$ cat src/rtl/dsp_mac_sequencer.sv
// Control stage that streams (A, B) operand beats into a DSP48A1 slice to accumulate a dot product,
// then waits out the slice pipeline and presents the captured P over a valid/ready output.
`timescale 1ns/1ps
module dsp_mac_sequencer #(
    parameter int unsigned DATA_W   = 18,
    parameter int unsigned ACC_W    = 48,
    parameter int unsigned LATENCY  = 2,
    parameter int unsigned MAX_TAPS = 1024,
    localparam int unsigned CNT_W   = $clog2(MAX_TAPS + 1)
) (
    input  logic              clk,
    input  logic              rst_n,
    input  logic              in_valid,
    output logic              in_ready,
    input  logic [DATA_W-1:0] in_a,
    input  logic [DATA_W-1:0] in_b,
    input  logic              in_neg,
    input  logic              in_last,
    output logic              out_valid,
    input  logic              out_ready,
    output logic [ACC_W-1:0]  out_data,
    output logic [CNT_W-1:0]  out_count,
    output logic              out_sat,
    output logic [DATA_W-1:0] dsp_a,
    output logic [DATA_W-1:0] dsp_b,
    output logic [7:0]        dsp_opmode,
    output logic              dsp_ce,
    input  logic [ACC_W-1:0]  dsp_p
);

    localparam int unsigned DRAIN_W = (LATENCY > 1) ? $clog2(LATENCY) : 1;

    typedef enum logic [1:0] {
        StIdle,
        StAccum,
        StDrain,
        StHold
    } state_t;

    state_t             state;
    logic [DRAIN_W-1:0] drain_cnt;
    logic               accept;
    logic               first_beat;

    assign accept     = in_valid & in_ready;
    assign first_beat = (state == StIdle);

    // Operands go straight to the slice; idle cycles select X=0, Z=P so P holds its value.
    always_comb begin
        dsp_a      = '0;
        dsp_b      = '0;
        dsp_opmode = 8'h08;
        if (accept) begin
            dsp_a      = in_a;
            dsp_b      = in_b;
            dsp_opmode = {in_neg, 3'b000, ~first_beat, 3'b001};
        end
    end

    always_ff @(posedge clk or negedge rst_n) begin
        if (!rst_n) begin
            state     <= StIdle;
            in_ready  <= 1'b0;
            dsp_ce    <= 1'b0;
            out_valid <= 1'b0;
            out_data  <= '0;
            out_count <= '0;
            out_sat   <= 1'b0;
            drain_cnt <= '0;
        end else begin
            dsp_ce <= 1'b1;
            unique case (state)
                StIdle, StAccum: begin
                    in_ready <= 1'b1;
                    if (accept) begin
                        if (state == StIdle) begin
                            out_count <= CNT_W'(1);
                            out_sat   <= 1'b0;
                        end else if (out_count == CNT_W'(MAX_TAPS)) begin
                            out_sat <= 1'b1;
                        end else begin
                            out_count <= out_count + 1'b1;
                        end
                        if (in_last) begin
                            state     <= StDrain;
                            in_ready  <= 1'b0;
                            drain_cnt <= DRAIN_W'(LATENCY - 1);
                        end else begin
                            state <= StAccum;
                        end
                    end
                end
                StDrain: begin
                    if (drain_cnt == '0) begin
                        out_data  <= dsp_p;
                        out_valid <= 1'b1;
                        state     <= StHold;
                    end else begin
                        drain_cnt <= drain_cnt - 1'b1;
                    end
                end
                StHold: begin
                    if (out_ready) begin
                        out_valid <= 1'b0;
                        in_ready  <= 1'b1;
                        state     <= StIdle;
                    end
                end
                default: state <= StIdle;
            endcase
        end
    end

endmodule

$ cat config.mk
export PLATFORM = sky130hd
export DESIGN_NAME = dsp_mac_sequencer
export DESIGN_NICKNAME = d
export VERILOG_FILES = /design/src/rtl/dsp_mac_sequencer.sv
export SDC_FILE = /design/constraint.sdc
export NUM_CORES = 1
export LEC_CHECK = 0
export ABC_AREA = 0
export CAP_MARGIN = 10
export CORE_ASPECT_RATIO = 1.2
export CORE_MARGIN = 1
export CORE_UTILIZATION = 36
export CTS_BUF_LIST = sky130_fd_sc_hd__clkbuf_16
export CTS_CLUSTER_DIAMETER = 200
export DETAILED_ROUTE_END_ITERATION = 10
export PLACE_DENSITY = 0.83
export RECOVER_POWER = 25
export SLEW_MARGIN = 20
export SYNTH_ARGS = -nofsm -noshare
export SYNTH_HDL_FRONTEND = slang
export SYNTH_SLANG_ARGS = --single-unit
$ cat constraint.sdc
create_clock -name clk -period 1.8 [get_ports clk]
set_clock_uncertainty 0.05 [all_clocks]
set_input_delay 0.54 -clock clk [delete_from_list [all_inputs] [get_ports clk]]
set_output_delay 0.54 -clock clk [all_outputs]
set_load 0.02 [all_outputs]
Yosys cells after proc, flatten, opt, wreduce, memory -nomap -nowiden
Index checks and enable logic that the tools add are counted.
- bits in registers: 66
- latch bits: 0
- RAM bits: 0
- ROM bits: 0
- input bits: 90
- output and inout bits: 107
- memories kept: 0
- add/subtract/negate cells: 2
- multiply operators: 0
- div/mod/pow operators: 0
- order comparisons: 0
- equal/unequal tests: 9
- shift operators: 0
- multiplexer cells: 23
- bitwise logic cells: 3
- reduce and logical (&&, ||, !) cells: 13
- operators by type and width (cell ; count):
    2-to-1 mux 18 bit ; 2
    2-to-1 mux 11 bit ; 2
    AND reduction 3 bit ; 5
    adder 11 x 1 -> 11 bit, second input constant ; 1
    equality test 11 bit, second input constant ; 1
    2-to-1 mux 1 bit ; 10
    inequality test 2 bit, second input constant ; 5
    2-to-1 mux 2 bit ; 4
    2-to-1 mux 8 bit ; 1
    nonzero test 2 bit ; 4
    one-hot mux 1 bit (2 select lines) ; 3
    one-hot mux 2 bit (3 select lines) ; 1
    equality test 2 bit, second input constant ; 2
    AND reduction 2 bit ; 2
    equality test 2 x 1 -> 1 bit, second input constant ; 1
    logical NOT 2 bit ; 1
    inverter 1 bit ; 2
    OR reduction 2 bit ; 1
    AND 1 bit ; 1
    subtractor 1 bit, second input constant ; 1

Depth between registers and ports, before layout
Gate-level depths: netlist (run 1).
- depth after elaboration: 4
- depth in mapped cells: 6
- gate-level depth less buffers: 5

Least setup slack after synthesis (run 1)
OpenSTA, ideal clock, no wires.
- path type: input to output
- from: input port in_valid
- to: output port dsp_a[10]
- arrival: 1.231 ns
- data required time: 1.210 ns
- path slack: -0.021 ns
- stages: 3
- cell sequence: clkbuf_1 clkbuf_1 and3_1
- longest elaborated chain between the ends: 2
- RTL lines (element ; RTL line ; RTL):
    start: declaration ; 13 ; input logic in_valid,
    AND 1 bit ; 45 ; assign accept = in_valid & in_ready;
    2-to-1 mux 18 bit ; 53 ; if (accept) begin
    end: declaration ; 24 ; output logic [DATA_W-1:0] dsp_a,
Every way passes these cells.

Final worst setup path (run 1)
- from: input port in_a[0]
- to: output port dsp_a[0]
- longest elaborated chain between the ends: 1
- RTL lines (element ; RTL line ; RTL):
    start: declaration ; 15 ; input logic [DATA_W-1:0] in_a,
    2-to-1 mux 18 bit ; 53 ;
Every way passes these cells.

==> metrics.md, run 1 <==
| Metric | Value |
|---|---|
| Status | `finished, violations left` |
| Violated checks | `setup timing` |
| Sequential share of the synthesized area | `0.541` |
| Max clock buf depth | `2` |
| Dpl ws | `-0.937 ns` |
| Layout Nets | `~560` |
| Crit path max-delay family | `buffers and inverters` |
| Clock Root Buffer | `clkbuf_16` |
| Latest clock arrival within the worst-skew pair | `~0.33 ns` |
| Final Hold Violating Endpoints | `0` |
| Sink Count | `66` |
| Max Freq | `approximately 0.51 GHz` |
| Hold Crit Class | `input port to asynchronous set/reset pin` |
| Post-synthesis async set-or-reset flop share | `1.00` |
| Ys Warns | `0` |
| Buf/Inv on CP | `2` |
| CP Capture Type | `output port` |
| Slew @ Worst Pin | `around 0.90 ns` |
| Relative max-transition margin | `0.400` |
| Syn Area/Cell | `approximately 12 um2` |
| Register area | `~1700 um2` |
| Ports | `slightly below 200` |
| Die X | `roughly 86 um` |
| Number of global-route vias before repair | `around 3000` |
| Seq cells post-synth | `66` |
| FF-to-FF path depth | `5` |
| Area share of the largest cell type after synthesis | `0.541` |
| CP Depth | `3` |
| EDFF count, synth | `0` |
| CP peak stage delay | `just over 0.5 ns` |
| Max IR drop VDD | `between 1000 and 1500 uV` |
| Final setup viols | `40` |
| Die area | `between 8000 and 9000 um2` |
| Post-DP HPWL | `approximately 7000 um` |
| CTS tree | `built` |
| PortBufs | `roughly 190` |
| TritonRoute pass-1 iters | `4` |
| First-pass GRT wire length | `around 15000 um` |
| CP max stage cell | `clkdlybuf4s50_1` |
| # diodes | `0` |
| LEAKAGE | `about 2.7 nW` |
| Inserted Clock Buffers | `9` |
| Synth-to-layout area growth | `86.6%` |
| Fin crit share | `1.08` |
| Count leader, synth | `dfrtp_1` |
| Ratio of cells with drive above 1 in the final layout | `0.357` |
| Area of the mapped netlist | `between 3000 and 4000 um2` |
| Num rows | `36` |
| Startpoint Class | `input port` |
| RSZ-0062 raised after global routing | `yes` |
| Final wirelength | `approximately 9800 um` |
| # DRC | `0` |
| Core region area | `around 8200 um2` |
| Via count | `roughly 2800` |
| Routed len/inst | `between 15 and 20 um` |
| Routed Antenna Nets | `0` |
| Starting Density | `0.374` |
| Pwr Density | `~1500 nW/um2` |
| Leading area contributor after synthesis | `dfrtp_1` |
| Maxcap violations | `0` |
| Final Max Slew Viols | `0` |
| Post-layout minimum cycle time | `approximately 1.9 ns` |
| Critical Path RT | `between 1 and 1.5 ns` |
| Fin worst setup slack | `-0.149 ns` |
| Worst Path Arrival | `~1.4 ns` |
| Cell variety after synth | `37` |
| Initial antenna violation count | `0` |
| RD Place Congestion | `0.833` |
| Cell chain of the critical path | `clkdlybuf4s50_1, and3_4, buf_6` |
| Multi-input logic area | `~1400 um2` |
| CP Max Fanout | `1` |
| Most frequent cells after synthesis | `dfrtp_1, mux2_2, and3_1, nand2_1, clkbuf_1` |
| Vias per cell | `between 4 and 5` |
| Largest net degree at the start of global routing | `67` |
| CTS Hold Bufs | `0` |
| Top cells by area, synth | `dfrtp_1, mux2_2, and3_1, mux2_4, nand2_1` |
| Mapped Cells | `between 200 and 300` |
| Crit Path Class | `input port to output port` |
| Clock transition at path regs | `approximately 0.05 ns` |
| Fill cells | `between 600 and 700` |
| Gr usage total | `0.228` |
| Final Power | `approximately 8.5 mW` |
| Die height | `roughly 100 um` |
| Top_reg_cell synth | `dfrtp_1` |
| Initial DRC count | `113` |
| Htree depth | `3` |
| Aggregate global routing overflow | `0` |
## cell families after synthesis
kind of cell | count (synthesis) | share of synthesized area
xor gates and xnor gates | 3 | 0.00862
AOI/OAI and AO/OA | 17 | 0.0353
muxes | 51 | 0.199
adders and majority gates | 2 | 0.00820
DFF | 66 | 0.541
buffers and inverters | 28 | 0.0484
other | 2 | 0.00246
and+or+nand+nor | 86 | 0.157
## sequential cells by signal (all words and copies together), names as in the netlist
| name | count |
|---|---|
| out_data | 48 |
| out_count | 11 |
| state | 2 |
| drain_cnt | 1 |
| dsp_ce | 1 |
| in_ready | 1 |
| out_sat | 1 |
| out_valid | 1 |
## per-stage QoR
stage,instances,cell area (um2),utilization,setup TNS (ns),hold slack [ns]
2_1_floorplan,259,3090,-,0,0.194
3_3_place_gp,560,5230,0.641,-34.59,0.435
3_5_place_dp,560,5230,0.641,-36.21,0.433
4_1_cts,583,5680,0.696,-4.70,0.188
5_1_grt,585,5690,0.698,-5.71,0.448
6_report,585,5690,0.698,-3.61,0.382
## worst reg2reg max path: stages (launching register included)
cell and delay [ns]:
dfrtp_1 0.38, buf_4 0.20, nor2b_1 0.14, and2_2 0.22, buf_12 0.20, mux2_2 0.37
## power by group
part,internal [mW],switching [mW],total (mW)
clock,0.900,0.592,1.49
combinational,2.24,2.20,4.44
sequential,2.17,0.415,2.59
total,5.31,3.21,8.52
## worst paths after layout
kind / startpoint / endpoint / slack (ns)
max in group asynchronous: rst_n / in_ready / 0.68
hold reg to reg: out_sat / out_sat / 0.44
min in group clk: out_sat / out_sat / 0.44
setup / recovery: in_a[0] / dsp_a[0] / -0.15
setup reg to reg: state[0] / out_data[28] / 0.12
hold / removal: rst_n / out_data[30] / 0.38
## cells in the final DEF, fill, tap and decap left out, types with 5 or more instances in the layout
cell,instances
and3_1,9
and3_4,28
buf_12,6
buf_4,15
buf_6,44
clkbuf_16,9
clkdlybuf4s50_1,62
conb_1,6
dfrtp_1,64
dlygate4sd2_1,86
inv_1,6
mux2_2,40
mux2_4,9
nand2_1,17
nand3_1,5
nor2_1,6
nor3_1,5
o21ai_0,6
## layout make-up
type	count	area share
Clock buffer	9	0.0396
Clock inverter	6	0.00462
Inverter	6	0.00396
Multi-Input combinational cell	165	0.248
Sequential cell	66	0.291
Tap cell	114	0.0251
Timing Repair Buffer	219	0.388
## repair_timing
item,in CTS,in global routing
endpoints found under the setup margin,106,41
cloned,4,0
setup buffers,4,3
gates resized for setup,362,11
pin swaps,19,3
## routing by layer
layer | part of all wire | global-route usage
met5 | 0 | 0
met4 | 0.011 | 0.0962
met3 | 0.098 | 0.0721
met2 | 0.54 | 0.426
met1 | 0.35 | 0.236
Power figures use the tool's default switching activity.
==> run 2: changes to the inputs <==
Settings changed: ABC_CLOCK_PERIOD_IN_PS set to 1800.
==> results of run 2 <==
Final layout, timing and power as in run 1 (identical DEF).
==> run 3: changes to the inputs <==
Settings changed: ABC_AREA 0 to 1, CORE_UTILIZATION 36 to 37, PLACE_DENSITY 0.83 to 0.84.
==> run 3 against run 2 <==
The run still ends with setup timing left. Critical endpoint is now dsp_b[4]. Fmax is 2.3% lower. Largest cell class unchanged. Worst hold slack hardly changed. Critical path type is now register to output port. Largest power group unchanged. Final cell count is 15% higher. Count of clock-buffer cells in the layout stayed put. Worst setup slack worse by 0.047 ns. Clock power is 10% higher. Sequential power is 4% lower. Sequential share of layout area is 1.5 points lower.
==> metrics.md, run 3 <==
| Metric | Value |
|---|---|
| Ratio of cells with drive above 1 in the final layout | `0.311` |
| Max FFs per register | `48` |
| Ys Warns | `0` |
| RSZ-0062 raised after global routing | `yes` |
| Sequential share of the synthesized area | `0.521` |
| Number of global-route vias before repair | `between 3000 and 4000` |
| Slew @ Worst Pin | `just over 0.9 ns` |
| Core region area | `8200 um2` |
| Die X | `about 87 um` |
| Vias per cell | `roughly 4.6` |
| Worst Path Arrival | `between 1 and 1.5 ns` |
| Mapped Cells | `roughly 330` |
| Die height | `103 um` |
| Status | `finished, violations left` |
| Dpl cells | `between 600 and 700` |
| # diodes | `0` |
| Final Hold Violating Endpoints | `0` |
| Fill cells | `595` |
| Comb power frac | `0.554` |
| Fin worst setup slack | `-0.195 ns` |
| Startpoint Class | `register` |
| CP Capture Type | `output port` |
| Relative max-transition margin | `0.390` |
| Syn Area/Cell | `9.55 um2` |
| Fin crit share | `1.11` |
| Top cells by area, synth | `dfrtp_1, mux2_2, inv_1, nor2_1, nand2_1` |
| Switch share | `0.385` |
| Area after DPL | `about 5400 um2` |
| Top_reg_cell synth | `dfrtp_1` |
| Ports | `197` |
| Internal cell power | `~5.7 mW` |
| Critical Path RT | `~1.2 ns` |
| Violated checks | `setup timing` |
| Post-synthesis async set-or-reset flop share | `1.00` |
| Area of the mapped netlist | `roughly 3200 um2` |
| Multi-input logic area | `approximately 1500 um2` |
| Hold Crit Class | `input port to asynchronous set/reset pin` |
| Leading area contributor after synthesis | `dfrtp_1` |
| Max clock buf depth | `2` |
| Routed Antenna Nets | `0` |
| Register area | `about 1700 um2` |
| Psw | `about 3.6 mW` |
| Count leader, synth | `dfrtp_1` |
| Routed len/inst | `roughly 16 um` |
| Sink Count | `66` |
| Crit Path Class | `register to output port` |
| Num rows | `36` |
| First-pass GRT wire length | `between 15000 and 20000 um` |
| Area share of the largest cell type after synthesis | `0.521` |
| Minimum hold slack | `between 0.3 and 0.4 ns` |
| Clock transition at path regs | `about 0.050 ns` |
| Synth-to-layout area growth | `89.2%` |
| EDFF count, synth | `0` |
| Layout Nets | `approximately 640` |
| Most frequent cells after synthesis | `dfrtp_1, inv_1, nor2_1, nand2_1, mux2_2` |
| Clock Root Buffer | `clkbuf_16` |
| Cell variety after synth | `21` |
| Latest clock arrival within the worst-skew pair | `about 0.33 ns` |
| Most common cell after layout, fill and taps aside | `clkdlybuf4s50_1` |
| Final wirelength | `10500 um` |
| Final Max Slew Viols | `0` |
| Most flops, register | `out_data` |
| Fin area | `~6000 um2` |
| Seq cells post-synth | `66` |
| Htree depth | `3` |
| Inserted Clock Buffers | `9` |
| Clock network power share | `0.178` |
| # DRC | `0` |
| LEAKAGE | `between 2 and 3 nW` |
| CTS tree | `built` |
| RD Place Congestion | `0.830` |
| Starting Density | `0.387` |
| Final Non-Filler Cells | `roughly 670` |
| Max IR drop VDD | `roughly 1100 uV` |
| Via count | `3114` |
| Commonest non-fill, non-tap cells in the layout | `clkdlybuf4s50_1, dlygate4sd2_1, dfrtp_1` |
| TritonRoute pass-1 iters | `4` |
| Max Freq | `approximately 0.50 GHz` |
| Aggregate global routing overflow | `0` |
| Sequential power share | `0.269` |
| Gr usage total | `0.232` |
| Initial DRC count | `roughly 140` |
| PortBufs | `191` |
| CTS Hold Bufs | `0` |
| Biggest regs | `out_data (48), out_count (11), state (2)` |
| Post-layout minimum cycle time | `2.00 ns` |
| Largest net degree at the start of global routing | `67` |
| Initial antenna violation count | `0` |
| CP Max Fanout | `5` |
| Pwr Density | `about 1500 nW/um2` |
| Post-DP HPWL | `7100 um` |
| Die area | `8950 um2` |
| Final setup viols | `39` |
| Maxcap violations | `0` |
## run 3: cell count changes after synthesis, moves of 5 or more
cell / change
inv_1: +56
nor2_1: +45
and3_1: -37
nand2_1: +27
o21ai_0: +12
nand3_1: +9
clkbuf_1: -8
nor3_1: -5
## run 3: kinds of logic (layout without fill, tap and decap cells)
logic type      Yosys count  after routing  synth area share
compound gates           20             20            0.0328
xor+xnor                  3              3           0.00829
fa+ha+maj                 2              2           0.00789
buf+inv                  79            300             0.107
flops                    66             66             0.521
mux                      48             48             0.181
other cells               2              6           0.00237
simple gates            112            112             0.140
## run 3: area by class of cell
type                            count  area share
Clock buffer                        9      0.0375
Inverter                           63      0.0394
Clock inverter                      7     0.00897
Sequential cell                    66       0.275
Multi-Input combinational cell    191       0.244
Tap cell                          114      0.0238
Timing Repair Buffer              221       0.371
## run 3: path summary, 6_finish.rpt
| check | cells past startpoint | slack [ns] | start | to |
|---|---|---|---|---|
| worst max-delay path | 5 | -0.20 | in_ready | dsp_b[4] |
| worst min-delay path | 2 | 0.38 | rst_n | out_count[7] |
| worst max register to register | 8 | 0.18 | out_count[0] | out_count[10] |
| worst min register to register | 2 | 0.42 | out_valid | out_valid |
| max in group asynchronous | 2 | 0.71 | rst_n | out_data[14] |
| min in group clk | 2 | 0.42 | out_valid | out_valid |
## run 3: power by group through the flow
stage,combinational (mW),sequential [mW],clock (mW)
2_1_floorplan,2.00,3.31,0
3_3_place_gp,4.97,2.49,0
3_5_place_dp,5.11,2.53,0
4_1_cts,5.05,2.50,1.68
5_1_grt,5.43,2.57,1.75
6_report,5.12,2.49,1.64
## run 3: what timing repair did
item / 4_1_cts / 5_1_grt
buffers inserted: 4 / 1
pin swaps: 7 / 6
resized for setup: 306 / 44
gates cloned: 5 / 0
setup endpoints to repair: 112 / 39
## run 3: critical path, stage by stage (launching register included)
cell     delay [ns]
dfrtp_1        0.41
nand2_4        0.14
buf_6          0.17
buf_16         0.14
nor2_4         0.09
buf_6          0.13
## run 3: per-stage QoR
| stage | worst slack (ns) | power [mW] | util | TNS [ns] |
|---|---|---|---|---|
| after global routing | -0.241 | 9.75 | 0.732 | -7.15 |
| after CTS | -0.189 | 9.23 | 0.715 | -5.72 |
| after detailed placement | -0.848 | 7.64 | 0.659 | -35.17 |
| after global placement | -0.840 | 7.46 | 0.659 | -34.56 |
| final | -0.195 | 9.25 | 0.732 | -5.18 |
| after floorplan | -0.00521 | 5.31 | - | -0.0521 |
## run 3: per-layer routing
layer	global-route usage	wire, um	share of wire	vias up
li1	-	-	-	1454
met1	0.226	3680	0.35	1461
met2	0.435	5550	0.53	173
met4	0.109	258	0.025	0
met3	0.0873	1010	0.096	26
met5	0	0	0	-
